**src/rtl/fifo_flush_wr_ctrl_if.sv**
```systemverilog
// Write-side bundle between producers, the flush controller and the FIFO.
// Optional feature macro: none (see fifo_flush_wr_ctrl.sv for FIFO_FLUSH_STATS_EN).
// Signals:
//   req_valid_i     per-requester write request
//   req_data_i      requester i data at [i*DATA_W +: DATA_W]
//   req_ready_o     one-hot grant, combinational
//   fifo_full_i     FIFO full flag
//   fifo_empty_i    FIFO empty flag
//   fifo_wr_valid_o FIFO write strobe
//   fifo_wr_data_o  FIFO write data
// Modports: master = producer/FIFO side, slave = controller side.
interface fifo_flush_wr_ctrl_if #(
  parameter int unsigned NUM_REQ = 4,
  parameter int unsigned DATA_W  = 4
);
  logic [NUM_REQ-1:0]        req_valid_i;
  logic [NUM_REQ*DATA_W-1:0] req_data_i;
  logic [NUM_REQ-1:0]        req_ready_o;
  logic                      fifo_full_i;
  logic                      fifo_empty_i;
  logic                      fifo_wr_valid_o;
  logic [DATA_W-1:0]         fifo_wr_data_o;

  modport master (
    output req_valid_i, req_data_i, fifo_full_i, fifo_empty_i,
    input  req_ready_o, fifo_wr_valid_o, fifo_wr_data_o
  );

  modport slave (
    input  req_valid_i, req_data_i, fifo_full_i, fifo_empty_i,
    output req_ready_o, fifo_wr_valid_o, fifo_wr_data_o
  );
endinterface

```
**src/rtl/fifo_flush_wr_ctrl.sv**
```systemverilog
// Write-side controller for a flushable FIFO: round-robin arbitration of
// NUM_REQ writers onto one write port, plus a flush sequencer
// (IDLE -> [DRAIN] -> FLUSH -> DONE -> IDLE).
// Ports:
//   clock         system clock, rising edge
//   reset         synchronous, active-low
//   bus           write bundle (slave modport), see fifo_flush_wr_ctrl_if
//   flush_req_i   flush request, sampled in IDLE only
//   drain_i       1 = drain before flush, 0 = immediate flush
//   fifo_flush_o  registered FIFO flush, high FLUSH_HOLD cycles
//   flush_busy_o  high outside IDLE
//   flush_done_o  one-cycle pulse on flush completion
// Optional feature: define FIFO_FLUSH_STATS_EN to add
//   flush_cnt_o [7:0] saturating count of completed flushes
//   timeout_o   [0:0] sticky flag, set on a timed-out drain
module fifo_flush_wr_ctrl #(
  parameter int unsigned NUM_REQ       = 4,
  parameter int unsigned DATA_W        = 4,
  parameter int unsigned FLUSH_HOLD    = 2,
  parameter int unsigned DRAIN_TIMEOUT = 16
) (
  input  logic                      clock,
  input  logic                      reset,
  fifo_flush_wr_ctrl_if.slave       bus,
  input  logic                      flush_req_i,
  input  logic                      drain_i,
  output logic                      fifo_flush_o,
  output logic                      flush_busy_o,
  output logic                      flush_done_o
`ifdef FIFO_FLUSH_STATS_EN
  ,
  output logic [7:0]                flush_cnt_o,
  output logic [0:0]                timeout_o
`endif
);

  localparam int unsigned PTR_W  = (NUM_REQ > 1) ? $clog2(NUM_REQ) : 1;
  localparam int unsigned TO_W   = (DRAIN_TIMEOUT > 1) ? $clog2(DRAIN_TIMEOUT) : 1;
  localparam int unsigned HOLD_W = (FLUSH_HOLD > 1) ? $clog2(FLUSH_HOLD) : 1;

  localparam logic [PTR_W-1:0]  LAST_IDX = PTR_W'(NUM_REQ - 1);
  localparam logic [PTR_W:0]    NUM_EXT  = (PTR_W+1)'(NUM_REQ);
  localparam logic [TO_W-1:0]   TO_LAST  = TO_W'(DRAIN_TIMEOUT - 1);
  localparam logic [HOLD_W-1:0] HOLD_LAST = HOLD_W'(FLUSH_HOLD - 1);

  localparam logic [1:0] IDLE  = 2'd0;
  localparam logic [1:0] DRAIN = 2'd1;
  localparam logic [1:0] FLUSH = 2'd2;
  localparam logic [1:0] DONE  = 2'd3;

  logic [1:0]         state, state_nxt;
  logic [PTR_W-1:0]   rr_ptr, rr_ptr_nxt;
  logic [TO_W-1:0]    to_cnt, to_cnt_nxt;
  logic [HOLD_W-1:0]  hold_cnt, hold_cnt_nxt;
  logic               flush_nxt, done_nxt, forced_exit;

  logic               grant_found;
  logic [PTR_W-1:0]   grant_idx;
  logic [PTR_W:0]     scan;
  logic [NUM_REQ-1:0] ready_c;
  logic [DATA_W-1:0]  wr_data_c;
  logic               wr_accept;

  // Round-robin search starting at rr_ptr; only IDLE with room in the FIFO grants.
  always_comb begin
    grant_found = 1'b0;
    grant_idx   = '0;
    scan        = '0;
    if (state == IDLE && !bus.fifo_full_i) begin
      for (int unsigned k = 0; k < NUM_REQ; k++) begin
        scan = {1'b0, rr_ptr} + (PTR_W+1)'(k);
        if (scan >= NUM_EXT) scan = scan - NUM_EXT;
        if (!grant_found && bus.req_valid_i[scan[PTR_W-1:0]]) begin
          grant_found = 1'b1;
          grant_idx   = scan[PTR_W-1:0];
        end
      end
    end
  end

  // One-hot grant and write-data mux.
  always_comb begin
    ready_c   = '0;
    wr_data_c = '0;
    for (int unsigned i = 0; i < NUM_REQ; i++) begin
      if (grant_found && grant_idx == PTR_W'(i)) begin
        ready_c[i] = 1'b1;
        wr_data_c  = bus.req_data_i[i*DATA_W +: DATA_W];
      end
    end
  end

  assign wr_accept           = |(bus.req_valid_i & ready_c);
  assign bus.req_ready_o     = ready_c;
  assign bus.fifo_wr_valid_o = wr_accept;
  assign bus.fifo_wr_data_o  = wr_data_c;

  // Next-state and registered-output decode.
  always_comb begin
    state_nxt    = state;
    rr_ptr_nxt   = rr_ptr;
    to_cnt_nxt   = to_cnt;
    hold_cnt_nxt = hold_cnt;
    forced_exit  = 1'b0;

    if (wr_accept) rr_ptr_nxt = (grant_idx == LAST_IDX) ? '0 : grant_idx + PTR_W'(1);

    case (state)
      IDLE: begin
        if (flush_req_i) begin
          if (drain_i) begin
            state_nxt  = DRAIN;
            to_cnt_nxt = '0;
          end else begin
            state_nxt    = FLUSH;
            hold_cnt_nxt = '0;
          end
        end
      end
      DRAIN: begin
        // Empty takes priority over the timeout in the same cycle.
        if (bus.fifo_empty_i) begin
          state_nxt    = FLUSH;
          hold_cnt_nxt = '0;
        end else if (to_cnt == TO_LAST) begin
          state_nxt    = FLUSH;
          hold_cnt_nxt = '0;
          forced_exit  = 1'b1;
        end else begin
          to_cnt_nxt = to_cnt + TO_W'(1);
        end
      end
      FLUSH: begin
        if (hold_cnt == HOLD_LAST) state_nxt = DONE;
        else                       hold_cnt_nxt = hold_cnt + HOLD_W'(1);
      end
      DONE:    state_nxt = IDLE;
      default: state_nxt = IDLE;
    endcase

    flush_nxt = (state_nxt == FLUSH);
    done_nxt  = (state_nxt == DONE);
  end

  // State and output registers.
  always_ff @(posedge clock) begin
    if (!reset) begin
      state        <= IDLE;
      rr_ptr       <= '0;
      to_cnt       <= '0;
      hold_cnt     <= '0;
      fifo_flush_o <= 1'b0;
      flush_done_o <= 1'b0;
    end else begin
      state        <= state_nxt;
      rr_ptr       <= rr_ptr_nxt;
      to_cnt       <= to_cnt_nxt;
      hold_cnt     <= hold_cnt_nxt;
      fifo_flush_o <= flush_nxt;
      flush_done_o <= done_nxt;
    end
  end

  assign flush_busy_o = (state != IDLE);

`ifdef FIFO_FLUSH_STATS_EN
  // Completed-flush counter and sticky timeout flag.
  always_ff @(posedge clock) begin
    if (!reset) begin
      flush_cnt_o <= '0;
      timeout_o   <= '0;
    end else begin
      if (done_nxt && flush_cnt_o != 8'hFF) flush_cnt_o <= flush_cnt_o + 8'd1;
      if (forced_exit)                      timeout_o   <= 1'b1;
    end
  end
`endif

endmodule

```
**src/flat_wrapper.sv**
```systemverilog
// flat-port wrapper written by rule: the top's interface ports become plain ports
module fifo_flush_wr_ctrl_flat 
#(
  parameter int unsigned NUM_REQ       = 4,
  parameter int unsigned DATA_W        = 4,
  parameter int unsigned FLUSH_HOLD    = 2,
  parameter int unsigned DRAIN_TIMEOUT = 16
)
  (clock, reset, flush_req_i, drain_i, fifo_flush_o, flush_busy_o, flush_done_o, bus_req_valid_i, bus_req_data_i, bus_fifo_full_i, bus_fifo_empty_i, bus_req_ready_o, bus_fifo_wr_valid_o, bus_fifo_wr_data_o);
  fifo_flush_wr_ctrl_if #(.NUM_REQ(NUM_REQ), .DATA_W(DATA_W)) bus_i ();
  input  logic clock;
  input  logic reset;
  input  logic flush_req_i;
  input  logic drain_i;
  output logic fifo_flush_o;
  output logic flush_busy_o;
  output logic flush_done_o;
  input wire logic [$bits(bus_i.req_valid_i)-1:0] bus_req_valid_i;
  input wire logic [$bits(bus_i.req_data_i)-1:0] bus_req_data_i;
  input wire logic [$bits(bus_i.fifo_full_i)-1:0] bus_fifo_full_i;
  input wire logic [$bits(bus_i.fifo_empty_i)-1:0] bus_fifo_empty_i;
  output wire logic [$bits(bus_i.req_ready_o)-1:0] bus_req_ready_o;
  output wire logic [$bits(bus_i.fifo_wr_valid_o)-1:0] bus_fifo_wr_valid_o;
  output wire logic [$bits(bus_i.fifo_wr_data_o)-1:0] bus_fifo_wr_data_o;
  assign bus_i.req_valid_i = bus_req_valid_i;
  assign bus_i.req_data_i = bus_req_data_i;
  assign bus_i.fifo_full_i = bus_fifo_full_i;
  assign bus_i.fifo_empty_i = bus_fifo_empty_i;
  assign bus_req_ready_o = bus_i.req_ready_o;
  assign bus_fifo_wr_valid_o = bus_i.fifo_wr_valid_o;
  assign bus_fifo_wr_data_o = bus_i.fifo_wr_data_o;
  fifo_flush_wr_ctrl #(.NUM_REQ(NUM_REQ), .DATA_W(DATA_W), .FLUSH_HOLD(FLUSH_HOLD), .DRAIN_TIMEOUT(DRAIN_TIMEOUT)) u_core (.clock(clock), .reset(reset), .bus(bus_i), .flush_req_i(flush_req_i), .drain_i(drain_i), .fifo_flush_o(fifo_flush_o), .flush_busy_o(flush_busy_o), .flush_done_o(flush_done_o));
endmodule
```
**config.mk**
```make
export PLATFORM = sky130hd
export DESIGN_NAME = fifo_flush_wr_ctrl_flat
export DESIGN_NICKNAME = d
export VERILOG_FILES = /design/src/rtl/fifo_flush_wr_ctrl_if.sv /design/src/rtl/fifo_flush_wr_ctrl.sv /design/src/flat_wrapper.sv
export SDC_FILE = /design/constraint.sdc
export NUM_CORES = 1
export LEC_CHECK = 0
export CORE_UTILIZATION = 41
export DETAILED_ROUTE_END_ITERATION = 6
export PLACE_DENSITY = 0.87
export SYNTH_ARGS = -nofsm -noshare
export SYNTH_HDL_FRONTEND = slang
export SYNTH_SLANG_ARGS = --single-unit
```
**constraint.sdc**
```tcl
create_clock -name clock -period 3 [get_ports clock]
set_clock_uncertainty 0.2 [all_clocks]
set_input_delay 0.3 -clock clock [delete_from_list [all_inputs] [get_ports clock]]
set_output_delay 0.3 -clock clock [all_outputs]
set_load 0.02 [all_outputs]
```
Word level (Yosys, flattened, before mapping)
Cells that the tools add are included.
Widths: inputs -> output; s select.

operators by class
  add/sub/neg operators = 10
  magnitude comparators = 8
  equality and inequality tests = 15
  bitwise operators = 1
  reduce and logical (&&, ||, !) cells = 20
  muxes and demuxes = 55

operator list
  operator             number
  $mux 2               19
  $mux 4               8
  $mux 1               21
  $eq 2x2->1 const B   6
  $lt 2x3->1 const B   4
  $ne 2x2->1 const B   5
  $ge 3x3->1 const B   3
  $bmux 1 s2           4
  $logic_and 1x1->1    8
  $pmux 2 s4           1
  $pmux 4 s2           1
  $sub 2x1->2 const B  4
  $add 2x2->3 const B  2
  $reduce_and 5->1     1
  $add 4x1->4 const B  1
  $and 4x4->4          1
  $eq 2x1->1 const B   2
  $eq 4x4->1 const B   1
  $logic_not 1->1      4
  $logic_not 2->1      2
  $reduce_and 4->1     1
  $reduce_bool 2->1    2
  $reduce_or 4->1      1
  $add 2x1->3 const B  1
  other kinds (6)      6

word-level totals
  bits in registers = 11
  input port bits = 26

Longest topological paths before layout
Gate-level depths: netlist of run 1.

  depth in word-level cells = 25
  gate-level depth with buffers = 10

Worst setup path before layout of run 1
No wires, ideal clock.

  path kind = register -> register
  from = register u_core.state[1]
  to = register u_core.rr_ptr[1]
  cell stages (with the launch flop) = 10
  library setup time = 0.116 ns
  required time = 2.684 ns
  path slack = 0.336 ns
  arrival = 2.349 ns
  clock period less this slack = 2.664 ns
  cell sequence = dfxtp_1 nor3_1 nand2b_1 a221oi_2 ha_1 clkbuf_2 a22oi_2 a2111oi_4 mux2i_1 nor2_1

on the way
  longest elaborated chain between the ends = 8
  elaborated cells on any way between the ends = 20

RTL lines
  what                                      RTL line                   source
  from (decl)                               fifo_flush_wr_ctrl.sv:51   logic [1:0] state, state_nxt;
  from (signal assigned)                    fifo_flush_wr_ctrl.sv:155  state <= state_nxt;
  $logic_not 2->1 (*)                       fifo_flush_wr_ctrl.sv:69   if (state == IDLE && !bus.fifo_full_i) begin
  $logic_and 1x1->1 (*)                     fifo_flush_wr_ctrl.sv:69
  $mux 2                                    fifo_flush_wr_ctrl.sv:69
  $eq 2x1->1, or another cell as far along  fifo_flush_wr_ctrl.sv:86   if (grant_found && grant_idx == PTR_W'(i)) begin
  $logic_and 1x1->1                         fifo_flush_wr_ctrl.sv:86
  $mux 1                                    fifo_flush_wr_ctrl.sv:86
  $and 4x4->4 (*)                           fifo_flush_wr_ctrl.sv:93   assign wr_accept = |(bus.req_valid_i & ready_c);
  $reduce_or 4->1 (*)                       fifo_flush_wr_ctrl.sv:93
  net bus_fifo_wr_valid_o                   flat_wrapper.sv:23         output wire logic [$bits(bus_i.fifo_wr_valid_o)-1:0] bus_fifo_wr_valid_o;
  to (signal assigned)                      fifo_flush_wr_ctrl.sv:156  rr_ptr <= rr_ptr_nxt;
  to (decl)                                 fifo_flush_wr_ctrl.sv:52   logic [PTR_W-1:0] rr_ptr, rr_ptr_nxt;

Mark *: on every way through the listed nets, which the timed path passes. The rest lies on a longest branch.
A chain may end at the register's enable or synchronous reset.

Worst setup path after layout of run 1
  from = input bus_fifo_full_i
  to = output bus_fifo_wr_data_o[3]

on the way
  longest elaborated chain between the ends = 9
  elaborated cells on any way between the ends = 16

RTL lines
  what                   RTL line                  source
  from (decl)            flat_wrapper.sv:20        input wire logic [$bits(bus_i.fifo_full_i)-1:0] bus_fifo_full_i;
  $logic_not 1->1 (*)    fifo_flush_wr_ctrl.sv:69
  $logic_and 1x1->1 (*)  fifo_flush_wr_ctrl.sv:69
  $mux 2                 fifo_flush_wr_ctrl.sv:69
  $logic_not 2->1        fifo_flush_wr_ctrl.sv:86
  $logic_and 1x1->1      fifo_flush_wr_ctrl.sv:86
  $mux 4 (3 in a row)    fifo_flush_wr_ctrl.sv:86
  $mux 4 (*)             fifo_flush_wr_ctrl.sv:86
  to (decl)              flat_wrapper.sv:24        output wire logic [$bits(bus_i.fifo_wr_data_o)-1:0] bus_fifo_wr_data_o;

Every way passes the cells marked *; elsewhere a longest branch is shown, timed or not.

==> flow_summary.json, run 1 <==
{
  "status": "finished, final reports clean",
  "postPlaceCellArea_sq_mm": 0.001378,
  "start_util": 0.4343,
  "rows": 16,
  "hold_depth": 2,
  "r2r_start": "u_core.rr_ptr[1]$_SDFFE_PN0P_",
  "final.setup.worst_slack_ns": 0.09474,
  "maxSlewViolCount": 0,
  "grtUsageMet3": 0.03462,
  "hold_ws_ns": 0.3095,
  "synth-async-reset-ratio": 0,
  "viasPerCell": 5.520,
  "syn-instance-count": 110,
  "core_area_sq_mm": 0.001942,
  "grt_max_degree": 10,
  "post_drt_wl_per_cell_um": 13.87,
  "numCtsBuffers": 3,
  "post-place-ws_ns": -0.5105,
  "cts_tree": "yes",
  "insertion_delay_ns": 0.27,
  "arrival_ns": 2.41,
  "rsz0062_at_grt": "no",
  "min-delay-start": "u_core.to_cnt[1]$_SDFFE_PN0P_",
  "post-route-period-util": 0.9684,
  "p_sw_w": 0.0001633,
  "max_slew_margin": 0.7245,
  "reg2reg_slack_ns": 0.48,
  "io_buffers": 37,
  "drc_errors": 0,
  "worstPathMaxFanout": 6,
  "final_cell_mix": "clkdlybuf4s50_1, buf_4, a21oi_1, nor2_1, dfxtp_1",
  "powerDensity_mw_per_mm2": 325.7,
  "use_met1": 0.2408,
  "yosys_warnings": 0,
  "p_clk_frac": 0.216,
  "synth_top_flop_cell": "dfxtp_1",
  "finalInstanceArea_sq_mm": 0.001470,
  "grt_pass1_wl_um": 3781,
  "wl_um": 2746,
  "track_usage": 0.2429,
  "required_ns": 2.50,
  "cap_violations": 0,
  "grtUsageMet2": 0.4493,
  "synth_cell_types": 33,
  "cts.sinks": 11,
  "via_count": 1093,
  "layout.cells.most_common": "clkdlybuf4s50_1",
  "fmax_mhz": 344.2,
  "worstMarginPinSlew_ns": 0.4114,
  "p_sw_frac": 0.3411,
  "finalHoldViolations": 0,
  "combinationalPowerShare": 0.447,
  "synth-edff-count": 0,
  "crit_top_cell": "buf_4",
  "fp.dieW_um": 47.35,
  "dr.first_iter.drc_count": 19,
  "nNetsFinal": 203,
  "clk_pin_slew_worst_paths_ns": 0.07,
  "seq_power_share": 0.337,
  "num_io_pins": 38,
  "synth_seq_cells": 11,
  "grt-busiest-layer": "met2",
  "dp_hpwl_um": 2001,
  "diodes": 0,
  "min_period_ns": 2.905,
  "critPathSlowestCell": "clkdlybuf4s50_1",
  "grt_antenna_before_repair": 0,
  "r2r_end": "u_core.rr_ptr[1]$_SDFFE_PN0P_",
  "worstSetupPathType": "in -> out",
  "startpoint_type": "input port",
  "fp.dieArea_sq_mm": 0.002242,
  "cts_root_buf": "clkbuf_4",
  "grt_pass1_vias": 997,
  "whs_endpoint": "u_core.to_cnt[1]$_SDFFE_PN0P_",
  "postCtsHoldBufs": 0,
  "setup_viol": 0,
  "dieHeight_um": 47.35,
  "place.gp.congestion": 0.7551,
  "clockBufferDepth": 2,
  "crit_chain": "clkdlybuf4s50_1 > nor3_4 > buf_4 > buf_4 > o211a_1 > ha_1 > inv_2 > nand2_2 > o221ai_1 > a21oi_1 > clkdlybuf4s15_2",
  "critical_path.endpoint_type": "output port",
  "syn_avg_cell_area_sq_um": 7.666,
  "p_leak_nw": 0.6274,
  "drive_gt1_frac": 0.2515,
  "dr.pass1.iters": 4,
  "irDropWorstVdd_uv": 357.3,
  "hp-class": "reg -> reg",
  "p_int_w": 0.0003155,
  "overflow": 0,
  "h-tree-depth": 1,
  "yosysSeqAreaShare": 0.2611,
  "ant_nets": 0,
  "syn_area_sq_um": 843.3,
  "syn2layout_area_growth_pct": 74.33,
  "syn_nets": 141,
  "ff2ff_path_depth": 10,
  "critPathMaxStageDelay_ns": 0.46
}
power groups by stage:
stage                     registers, W  clock network (W)  logic [W]
final                         0.000161           0.000103   0.000214
after global routing          0.000162           0.000108   0.000230
after CTS                     0.000159           0.000105   0.000205
after detailed placement      0.000162                  0   0.000202
after global placement        0.000162                  0   0.000197
after floorplan               0.000166                  0  0.0000918
cell type report:
class	instances	area, sq um
inverter	9	33.78
clock buffer	4	26.28
fill	152	471.7
tap	27	33.78
timing repair buffer	58	511.7
sequential	11	221.5
multi-input combinational	89	643.1
stage by stage:
step,total power [W],util,cells,setup TNS (ns)
2_1_floorplan,0.0002578,-,110,0
3_3_place_gp,0.0003589,0.7094,191,-2.472
3_5_place_dp,0.0003648,0.7094,191,-2.897
4_1_cts,0.0004692,0.7410,196,0
5_1_grt,0.0005008,0.7571,198,0
6_report,0.0004788,0.7571,198,0
per-layer routing:
metal / vias up / part of all wire / routed length (um)
li1: 528 / - / -
met1: 500 / 0.39 / 1083
met2: 52 / 0.49 / 1341
met3: 13 / 0.079 / 217
met4: 0 / 0.038 / 103
met5: - / 0 / 0
state kept, by name, indices dropped and copies added, names as in the netlist:
register / flops
u_core.to_cnt: 4
u_core.rr_ptr: 2
u_core.state: 2
u_core.fifo_flush_o: 1
u_core.flush_done_o: 1
u_core.hold_cnt: 1
worst max path at each step:
| stage | from | endpoint | slack, ns | cells after the start |
|---|---|---|---|---|
| floorplan | u_core.state[1]$_SDFF_PN0_ | u_core.rr_ptr[1]$_SDFFE_PN0P_ | 0.34 | 9 |
| global placement | bus_req_valid_i[1] | bus_fifo_wr_valid_o | -0.40 | 9 |
| detailed placement | bus_req_valid_i[1] | bus_fifo_wr_data_o[3] | -0.51 | 10 |
| CTS | bus_fifo_full_i | bus_fifo_wr_valid_o | 0.03 | 8 |
| global route | u_core.rr_ptr[1]$_SDFFE_PN0P_ | bus_req_ready_o[3] | 0.03 | 8 |
| finish | bus_fifo_full_i | bus_fifo_wr_data_o[3] | 0.09 | 11 |
synthesized netlist by cell type (2+ instances only):
cell type	number	area (sq um)
o221ai_1	6	52.55
nand2_1	8	30.03
nor2b_1	2	12.51
nor2_1	14	52.55
and2_1	3	18.77
ha_1	5	62.56
inv_1	9	33.78
a21oi_1	16	80.08
nand2b_1	3	18.77
dfxtp_1	11	220.2
o21ai_0	3	15.01
xor2_1	2	17.52
nand3_1	5	25.02
nor3_1	3	15.01
o211a_1	2	20.02
timing repair:
item,in CTS,in global routing
pin swaps,1,1
buffers inserted,1,2
setup endpoints to repair,9,8
gates resized for setup,20,13
gates cloned,0,0
worst max-delay path, delay by kind of cell:
family | cells | cell delay [ns]
AND/OR/NAND/NOR | 2 | 0.29
adder cells (fa/ha/maj) | 1 | 0.23
AO/OA/AOI/OAI | 3 | 0.49
buffers and inverters | 5 | 1.08
logic make-up after synthesis:
logic type,Yosys count,synth area share
AOI/OAI and AO/OA,36,0.3131
DFF,11,0.2611
adders and majority gates,5,0.07418
and+or+nand+nor,45,0.2730
buffers and inverters,10,0.04599
xor gates and xnor gates,2,0.02078
muxes,1,0.01187
(Power assumes the default switching activity.)
==> run 2, diff against run 1 <==
Settings changed: CORE_UTILIZATION 41 to 44, PLACE_DENSITY 0.87 to 0.92.
Clock period 3 ns to 3.4 ns, I/O delays scaled along.
==> flow_summary.json, run 2 (synthesized netlist as in run 1, its figures left out) <==
{
  "hp-class": "reg -> reg",
  "post_cts_buffers": 0,
  "drc_errors": 0,
  "grt_pass1_wl_um": 3781,
  "num_io_pins": 38,
  "critPathMaxStageDelay_ns": 0.51,
  "wl_um": 2492,
  "final_cell_mix": "clkdlybuf4s50_1, a21oi_1, nor2_1, buf_4, dfxtp_1",
  "dr.pass1.iters": 4,
  "arrival_ns": 2.72,
  "ff2ff_path_depth": 10,
  "cts_tree": "yes",
  "nFillCells": 146,
  "maxSlewViolCount": 0,
  "worstSetupPathType": "in -> out",
  "layout.cells.most_common": "clkdlybuf4s50_1",
  "rows": 15,
  "cts.sinks": 11,
  "h-tree-depth": 1,
  "clockBufferDepth": 2,
  "seq_area_sq_um": 220.2,
  "critPathSlowestCell": "clkdlybuf4s50_1",
  "min_period_ns": 3.255,
  "ant_nets": 0,
  "track_usage": 0.2484,
  "reg_top3": "u_core.to_cnt: 4 flops, u_core.rr_ptr: 2 flops, u_core.state: 2 flops",
  "max_slew_margin": 0.6956,
  "dp_hpwl_um": 1958,
  "largest-register": "u_core.to_cnt",
  "setup_viol": 0,
  "multi_input_area_sq_um": 604.3,
  "p_leak_nw": 0.6091,
  "post-place-ws_ns": -0.1163,
  "overflow": 0,
  "dr.first_iter.drc_count": 17,
  "powerDensity_mw_per_mm2": 289.9,
  "place.gp.congestion": 0.8970,
  "startpoint_type": "input port",
  "fp.dieArea_sq_mm": 0.002096,
  "rsz0062_at_grt": "no",
  "finalSetupTns_ns": 0,
  "irDropWorstVdd_uv": 382.0,
  "drive_gt1_frac": 0.1595,
  "crit_chain": "clkdlybuf4s50_1 > inv_1 > o221ai_1 > a221oi_4 > inv_1 > ha_1 > a22oi_1 > a2111oi_4 > dlygate4sd2_1",
  "worstMarginPinSlew_ns": 0.4544,
  "cap_violations": 0,
  "worstPathMaxFanout": 5,
  "post-route-period-util": 0.9574,
  "postCtsHoldBufs": 0,
  "final.setup.worst_slack_ns": 0.1448,
  "insertion_delay_ns": 0.27,
  "cts_root_buf": "clkbuf_4",
  "required_ns": 2.86,
  "status": "finished, final reports clean",
  "grt_max_degree": 10,
  "post_drt_wl_per_cell_um": 13.26,
  "diodes": 0,
  "grt_pass1_vias": 873,
  "clk_pin_slew_worst_paths_ns": 0.07,
  "numCtsBuffers": 3,
  "core_area_sq_mm": 0.001764,
  "finalHoldViolations": 0,
  "critical_path.endpoint_type": "output port",
  "grt_antenna_before_repair": 0,
  "start_util": 0.4780,
  "nNetsFinal": 195,
  "fmax_mhz": 307.2,
  "fp.dieW_um": 45.78,
  "largest_reg_flops": 4,
  "syn2layout_area_growth_pct": 62.17,
  "crit_top_cell": "inv_1",
  "hold_depth": 2,
  "via_count": 995,
  "viasPerCell": 5.293,
  "io_buffers": 37,
  "dieHeight_um": 45.78
}
-- run 2: what timing repair did --
action	CTS	global route
endpoints found under the setup margin	5	7
gates resized for setup	9	12
pin swaps	0	1
-- run 2: per-stage QoR --
step	hold WS [ns]	total power (W)	area, sq um	utilization	std cells
finish	0.2958	0.0003964	1368	0.7752	188
global route	0.3229	0.0004182	1368	0.7752	188
detailed placement	0.2851	0.0003132	1338	0.7582	184
CTS	0.2962	0.0003969	1375	0.7794	188
global placement	0.2725	0.0003088	1338	0.7582	184
floorplan	0.2603	0.0002274	843.3	-	110
-- run 2: final timing paths --
path,from,endpoint,slack (ns)
setup / recovery,bus_req_valid_i[0],bus_fifo_wr_valid_o,0.14
hold / removal,u_core.to_cnt[1]$_SDFFE_PN0P_,u_core.to_cnt[1]$_SDFFE_PN0P_,0.30
setup reg to reg,u_core.state[1]$_SDFF_PN0_,u_core.rr_ptr[1]$_SDFFE_PN0P_,0.74
hold reg to reg,u_core.to_cnt[1]$_SDFFE_PN0P_,u_core.to_cnt[1]$_SDFFE_PN0P_,0.30
-- run 2: cell type report --
class                      instances  area share
sequential                        11      0.1610
tap                               25     0.02287
timing repair buffer              50      0.3303
inverter                           9     0.02470
multi-input combinational         89      0.4419
clock buffer                       4     0.01921
-- run 2: layer usage --
metal  up-vias  routed length [um]  global-route usage
met4         0                  14             0.03529
met2        27                1295              0.4857
li1        510                   -                   -
met5         -                   0                   0
met3         5                 129             0.03968
met1       453                1053              0.2830
-- run 2: where the power goes --
part | switching [W] | total [W] | leakage, nW | internal (W)
registers | 0.00000824 | 0.000144 | 0.0896 | 0.000136
clock network | 0.0000417 | 0.0000871 | 0.0150 | 0.0000454
logic | 0.0000821 | 0.000165 | 0.505 | 0.0000833
total | 0.000132 | 0.000396 | 0.609 | 0.000264
-- run 2: worst max-delay path: cells and delay by family --
kind	cells	cell delay, ns
compound gates	4	1.00
fa+ha+maj	1	0.26
buf+inv	4	1.12
==> run 3, diff against run 2 <==
Settings changed: CORE_MARGIN from default to 4, CORE_UTILIZATION 44 to 41, PLACE_DENSITY 0.92 to 0.87.
Clock period 3.4 ns to 3.15 ns, I/O delays scaled along.
==> flow_summary.json, run 3 (synthesized netlist as in run 1, its figures left out) <==
{
  "h-tree-depth": 1,
  "rsz0062_at_grt": "yes",
  "fp.dieW_um": 53.35,
  "syn2layout_area_growth_pct": 70.03,
  "cp-endpoint": "bus_fifo_wr_valid_o",
  "maxSlewViolCount": 0,
  "diodes": 0,
  "dieHeight_um": 53.35,
  "overflow": 0,
  "reg_top3": "u_core.to_cnt: 4 flops, u_core.rr_ptr: 2 flops, u_core.state: 2 flops",
  "r2r_start": "u_core.rr_ptr[0]$_SDFFE_PN0P_",
  "post-place-ws_ns": -0.3103,
  "cts.sinks": 11,
  "rows": 16,
  "reg2reg_slack_ns": 0.48,
  "largest_reg_flops": 4,
  "layout.cells.most_common": "clkdlybuf4s50_1",
  "grt_max_degree": 10,
  "dr.first_iter.drc_count": 30,
  "grt_pass1_wl_um": 4133,
  "cts_root_buf": "clkbuf_4",
  "critical_path.endpoint_type": "output port",
  "drive_gt1_frac": 0.2229,
  "finalInstanceArea_sq_mm": 0.001434,
  "clk_pin_slew_worst_paths_ns": 0.07,
  "post-route-period-util": 0.9713,
  "start_util": 0.4298,
  "final.setup.worst_slack_ns": 0.09035,
  "cts_tree": "yes",
  "required_ns": 2.63,
  "irDropWorstVdd_uv": 296.2,
  "arrival_ns": 2.54,
  "final_cell_mix": "clkdlybuf4s50_1, buf_4, a21oi_1, nor2_1, dfxtp_1",
  "min_period_ns": 3.060,
  "place.gp.congestion": 0.8752,
  "powerDensity_mw_per_mm2": 308.5,
  "numCtsBuffers": 3,
  "nNetsFinal": 198,
  "cap_violations": 0,
  "status": "finished, final reports clean",
  "worstPathMaxFanout": 5,
  "fmax_mhz": 326.8,
  "insertion_delay_ns": 0.27,
  "io_buffers": 37,
  "setup_viol": 0,
  "core_area_sq_mm": 0.001962,
  "wl_um": 2763,
  "viasPerCell": 5.311,
  "postCtsHoldBufs": 0,
  "max_slew_margin": 0.7093,
  "post_drt_wl_per_cell_um": 14.32,
  "finalHoldViolations": 0,
  "grt_antenna_before_repair": 0,
  "via_count": 1025,
  "ff2ff_path_depth": 10,
  "num_io_pins": 38,
  "fp.dieArea_sq_mm": 0.002846,
  "ant_nets": 0,
  "worstSetupPathType": "in -> out",
  "startpoint_type": "input port",
  "hp-class": "reg -> reg",
  "dp_hpwl_um": 2067,
  "worstMarginPinSlew_ns": 0.4337,
  "track_usage": 0.1957,
  "largest-register": "u_core.to_cnt",
  "clockBufferDepth": 2,
  "hold_ws_ns": 0.2896,
  "startpoint": "bus_req_valid_i[3]",
  "dr.pass1.iters": 4,
  "r2r_end": "u_core.rr_ptr[1]$_SDFFE_PN0P_",
  "p_leak_nw": 0.6409,
  "drc_errors": 0,
  "postPlaceCellArea_sq_mm": 0.001348,
  "grt_pass1_vias": 968
}
-- run 3: report_power, final --
group          internal, W  switching [W]
combinational    0.0000988      0.0000939
sequential        0.000146     0.00000800
clock            0.0000491      0.0000461
-- run 3: per-layer routing --
layer / global-route usage / share of wire / vias up
met4: 0.07660 / 0.0076 / 0
met5: 0 / 0 / -
met1: 0.2353 / 0.40 / 463
met3: 0.04507 / 0.11 / 2
li1: - / - / 515
met2: 0.3306 / 0.48 / 45
-- run 3: worst min-delay path by stage --
| stage | from | end | slack, ns | cells past startpoint |
|---|---|---|---|---|
| 4_1_cts | u_core.to_cnt[1]$_SDFFE_PN0P_ | u_core.to_cnt[1]$_SDFFE_PN0P_ | 0.29 | 2 |
| 6_report | u_core.to_cnt[1]$_SDFFE_PN0P_ | u_core.to_cnt[1]$_SDFFE_PN0P_ | 0.29 | 2 |
| 3_5_place_dp | u_core.to_cnt[1]$_SDFFE_PN0P_ | u_core.to_cnt[1]$_SDFFE_PN0P_ | 0.28 | 2 |
| 2_1_floorplan | reset | u_core.rr_ptr[0]$_SDFFE_PN0P_ | 0.26 | 2 |
| 5_1_grt | u_core.to_cnt[1]$_SDFFE_PN0P_ | u_core.to_cnt[1]$_SDFFE_PN0P_ | 0.33 | 2 |
| 3_3_place_gp | u_core.to_cnt[1]$_SDFFE_PN0P_ | u_core.to_cnt[1]$_SDFFE_PN0P_ | 0.27 | 2 |
-- run 3: worst max-delay path, stage by stage --
cell	delay (ns)
clkdlybuf4s50_1	0.48
buf_4	0.19
o21ai_0	0.20
a21oi_1	0.13
o211ai_1	0.28
ha_2	0.26
a22oi_2	0.10
a2111oi_4	0.36
clkbuf_2	0.22
-- run 3: what timing repair did --
item                       in CTS  in global routing
setup endpoints to repair       8                  9
buffers inserted                0                  2
resized for setup              14                 26
pin swaps                       0                  4
-- run 3: per-stage QoR --
step / power, W / instances / utilization / TNS [ns]
after floorplan: 0.0002455 / 110 / - / 0
after global placement: 0.0003354 / 187 / 0.6869 / -1.012
after detailed placement: 0.0003410 / 187 / 0.6869 / -1.544
after CTS: 0.0004385 / 191 / 0.7066 / -0.01927
after global routing: 0.0004752 / 193 / 0.7309 / -0.3183
final: 0.0004423 / 193 / 0.7309 / 0
-- run 3: cell type report --
class | count | area, sq um
multi-input cells | 89 | 634.4
fillers | 159 | 528.0
repair buffers | 53 | 485.5
flip-flops and latches | 11 | 220.2
inverters | 9 | 33.78
well taps | 27 | 33.78
clock buffers | 4 | 26.28
